$ cat config.mk
export PLATFORM = sky130hd
export DESIGN_NAME = seq_detect_param
export DESIGN_NICKNAME = d
export VERILOG_FILES = /design/src/rtl/seq_detect_param.sv
export SDC_FILE = /design/constraint.sdc
export NUM_CORES = 1
export LEC_CHECK = 0
export CORE_AREA = 3 3 40 42
export CTS_BUF_LIST = sky130_fd_sc_hd__clkbuf_4 sky130_fd_sc_hd__clkbuf_8 sky130_fd_sc_hd__clkbuf_16
export DETAILED_ROUTE_END_ITERATION = 10
export DIE_AREA = 0 0 43 45
export GPL_TIMING_DRIVEN = 0
export PLACE_DENSITY = 0.47
export SLEW_MARGIN = 20
export SYNTH_ARGS = -nofsm -noshare
export SYNTH_HDL_FRONTEND = slang
export SYNTH_SLANG_ARGS = --single-unit
$ cat constraint.sdc
create_clock -name clk -period 0.9 [get_ports clk]
set_input_delay 0.135 -clock clk [delete_from_list [all_inputs] [get_ports clk]]
set_output_delay 0.135 -clock clk [all_outputs]
set_load 0.03 [all_outputs]
$ cat src/rtl/seq_detect_param.sv
// Parametrised serial pattern detector: pulses w one cycle after each PATTERN match.
// Optional saturating match counter is built when MATCH_CNT_EN is defined.
module seq_detect_param #(
  parameter int unsigned       PAT_W   = 4,
  parameter logic [PAT_W-1:0]  PATTERN = 4'b1011,
  parameter int unsigned       CNT_W   = 8
) (
  input  logic             clk,
  input  logic             rst,
  input  logic             en,
  input  logic             a,
  input  logic             overlap,
  input  logic             clr,
  output logic             w
`ifdef MATCH_CNT_EN
  ,
  output logic [CNT_W-1:0] match_cnt
`endif
);

  localparam int unsigned HIST_W = PAT_W - 1;
  localparam int unsigned FILL_W = $clog2(PAT_W);
  localparam logic [FILL_W-1:0] FILL_MAX = FILL_W'(PAT_W - 1);

  if (PAT_W < 2 || PAT_W > 32 || CNT_W < 1) begin : g_bad_param
    $error("seq_detect_param: PAT_W must be 2..32 and CNT_W >= 1");
  end

  typedef enum logic {
    S_FILL  = 1'b0,
    S_ARMED = 1'b1
  } state_e;

  state_e              state_q, state_d;
  logic [HIST_W-1:0]   hist_q, hist_d;
  logic [FILL_W-1:0]   fill_q, fill_d;
  logic                w_q, w_d;
  logic [PAT_W-1:0]    win;
  logic                hit;

`ifdef MATCH_CNT_EN
  logic [CNT_W-1:0]    cnt_q, cnt_d;
`endif

  // Match window is the held history plus the bit being sampled now.
  assign win = {hist_q, a};
  assign hit = (state_q == S_ARMED) && (win == PATTERN);

  always_comb begin
    state_d = state_q;
    hist_d  = hist_q;
    fill_d  = fill_q;
    w_d     = 1'b0;
`ifdef MATCH_CNT_EN
    cnt_d   = cnt_q;
`endif
    if (clr) begin
      state_d = S_FILL;
      hist_d  = '0;
      fill_d  = '0;
`ifdef MATCH_CNT_EN
      cnt_d   = '0;
`endif
    end else if (en) begin
      w_d = hit;
      if (hit && !overlap) begin
        // Non-overlapping: the matched bits cannot seed the next match.
        state_d = S_FILL;
        hist_d  = '0;
        fill_d  = '0;
      end else begin
        hist_d  = win[PAT_W-2:0];
        fill_d  = (fill_q == FILL_MAX) ? FILL_MAX : fill_q + FILL_W'(1);
        state_d = (fill_d == FILL_MAX) ? S_ARMED : S_FILL;
      end
`ifdef MATCH_CNT_EN
      if (hit && (cnt_q != {CNT_W{1'b1}})) begin
        cnt_d = cnt_q + CNT_W'(1);
      end
`endif
    end
  end

  always_ff @(posedge clk or posedge rst) begin
    if (rst) begin
      state_q <= S_FILL;
      hist_q  <= '0;
      fill_q  <= '0;
      w_q     <= 1'b0;
    end else begin
      state_q <= state_d;
      hist_q  <= hist_d;
      fill_q  <= fill_d;
      w_q     <= w_d;
    end
  end

  assign w = w_q;

`ifdef MATCH_CNT_EN
  always_ff @(posedge clk or posedge rst) begin
    if (rst) begin
      cnt_q <= '0;
    end else begin
      cnt_q <= cnt_d;
    end
  end

  assign match_cnt = cnt_q;
`endif

endmodule

==> flow_summary.yaml <==
layout:
  area_growth_pct: 33.2
  layout-drive-gt1-share: 0.375
  multi_input_area_um2: 164
  fin_area_um2: 482
  diodes: 0
  layout.nets: 47
  final_core_util: 0.375
  finalNonFillerCells: 55
  regArea_um2: 175
  fillerInstances: 134
critical_path:
  r2r_cells: 3
  reg2reg_slack_ps: -200
  reg2reg_to: "state_q"
  path_buf_inv: 0
  crit_type: "reg2reg"
  rr_startpoint: "hist_q[1]"
  crit_arrival_ps: 1210
  crit_required_ps: 1020
  max_stage_delay_ps: 380
  crit_path_end_kind: "register"
  cp_slowest_cell: "dfrtp_1"
  path_cells: "nand4b_4 -> nor3_4 -> o32ai_1"
  critPathLaunchType: "register"
  crit_path_max_fanout: 5
  critical-path-top-delay-family: "simple AND/OR/NAND/NOR gates"
clocking:
  clkLatencyLatePin_ps: 250
  cts-buffers-inserted: 3
  cts.sinks: 7
  cts_tree: "yes"
  path_clk_slew_ps: 50
  h-tree-depth: 1
  cts.path.max_buffers: 2
  root_buffer: "clkbuf_4"
die:
  die_area_um2: 1940
  io-pin-count: 7
  die_w_um: 43
  rows: 13
  initial_core_util: 0.281
  core_um2: 1280
  die_h_um: 45
outcome:
  violations: "setup timing"
  status: "finished with violations"
routing:
  num_vias: 269
  drt_iter0_markers: 2
  vias_per_cell: 4.89
  routedWlPerCell_um: 12.2
  drt_pre_antenna_iters: 2
  ant_nets: 0
  wl_um: 670
  drc: 0
yosys:
  synth_nets: 35
  synth_area_um2: 362
  netlist_instances: 29
  syn_area_per_cell_um2: 12.5
  synth_top_area_cell: "dfrtp_1"
  yosys_warnings: 0
  ys_types: 16
  ys_ff_latch: 7
  synthTopCellsByArea: "dfrtp_1 48%, o41ai_2 9.0%, nand3b_1 8.3%, nand4b_4 6.6%, o32ai_1 4.8%"
  yosysSeqAreaShare: 0.484
  yosysTopAreaCellShare: 0.484
power_and_ir_drop:
  p_leak_nw: 0.252
  p_per_area_nw_per_um2: 1520
  irDropWorstVdd_uv: 715
  p_total_mw: 0.730
placed_design:
  dp_hpwl_um: 472
  io_buffers: 5
  dp_cells: 49
  gp_congestion: 0.693
  placed_area_um2: 430
timing:
  fin_setup_tns_ps: -916
  maxSlewHeadroom: 0.808
  clock.fmax_ghz: 0.913
  final-setup-viol-count: 6
  fin_ws_ps: -195
  final-max-slew-violation-count: 0
  period_minus_slack_ps: 1100
  period_share: 1.22
  worst_pin_slew_ps: 288
  hold_violations: 0
  rsz0062_at_grt: "true"
  skew_ps: 7.37
global_routing:
  grtUsageTotal: 0.0833
  grt_pass1_wl_mm: 1.20
  grt_pass1_vias: 285
  antenna_found_initial: 0
  grt_max_degree: 11
  overflow: 0
min_path:
  hp-class: "in2async"
job:
  maxCapViolCount: 0
-- where the power goes --
group / switching (mW) / total (mW) / internal, mW
logic: 0.0425 / 0.0856 / 0.0431
registers: 0.00940 / 0.338 / 0.328
clock network: 0.108 / 0.307 / 0.199
total: 0.160 / 0.730 / 0.570
-- Yosys cell counts, drive strengths merged --
library cell  instances
a211oi                1
a21oi                 1
buf                   2
dfrtp                 7
inv                   4
mux2i                 1
nand3b                4
nand4b                1
nor2                  1
nor2b                 1
nor3                  1
nor4                  1
o32ai                 2
o41ai                 2
-- how the worst max path moves through the flow --
stage / startpoint / to / depth (start not counted)
floorplan: hist_q[1] / hist_q[0] / 3
global placement: a / hist_q[0] / 4
detailed placement: a / state_q / 4
CTS: hist_q[1] / state_q / 3
global route: hist_q[1] / state_q / 3
finish: hist_q[1] / state_q / 3
-- area by class of cell --
cell class                 instances  share of cell area
timing repair buffer               7               0.138
sequential                         7               0.364
inverter                           4              0.0312
clock buffer                       4              0.0623
multi-input combinational         16               0.340
tap                               15              0.0390
buffer                             2              0.0260
-- layout by cell type (no fill, tap or decap) --
cell | synthesis | layout
inv_2 | 1 | 1
inv_1 | 3 | 3
nor4_1 | 1 | 1
a211oi_2 | 0 | 1
clkbuf_4 | 0 | 4
nor2b_1 | 1 | 1
clkdlybuf4s50_1 | 0 | 4
nand4b_4 | 1 | 1
mux2i_1 | 1 | 1
o41ai_2 | 2 | 2
a21oi_1 | 1 | 1
buf_2 | 1 | 1
o32ai_1 | 2 | 2
nand3b_1 | 4 | 4
buf_6 | 0 | 1
nor3_4 | 1 | 1
buf_4 | 1 | 3
nor2_1 | 1 | 1
dfrtp_1 | 7 | 7
-- stage by stage --
step / hold WS [ps] / setup slack [ps]
floorplan: -61.6 / -103
global placement: 384 / -414
detailed placement: 384 / -413
CTS: 125 / -191
global route: 148 / -251
finish: 114 / -195
-- registers in the layout, summed over array words and instances, names as in the netlist --
signal	flops
fill_q	2
hist_q	3
state_q	1
w	1
-- per-layer routing --
layer  track usage  vias up  part of all wire
met5             0        -                 0
met4        0.0181        0                 0
met2         0.135        7              0.51
met1        0.0943      131              0.41
met3        0.0518        0             0.073
li1              -      131                 -
-- cell families (layout without fill, tap and decap cells) --
family / after synthesis / after routing / synth area share
buf+inv: 6 / 17 / 0.0761
mux: 1 / 1 / 0.0277
simple gates: 9 / 9 / 0.239
flops: 7 / 7 / 0.484
compound gates: 6 / 6 / 0.173
-- timing repair --
action / CTS / global route
buffers inserted: 1 / 1
hold buffers: 0 / 0
setup endpoints to repair: 6 / 7
endpoints found under the hold margin: 0 / 0
pin swaps: 1 / 0
resized for setup: 3 / 5
(Power assumes the default switching activity.)
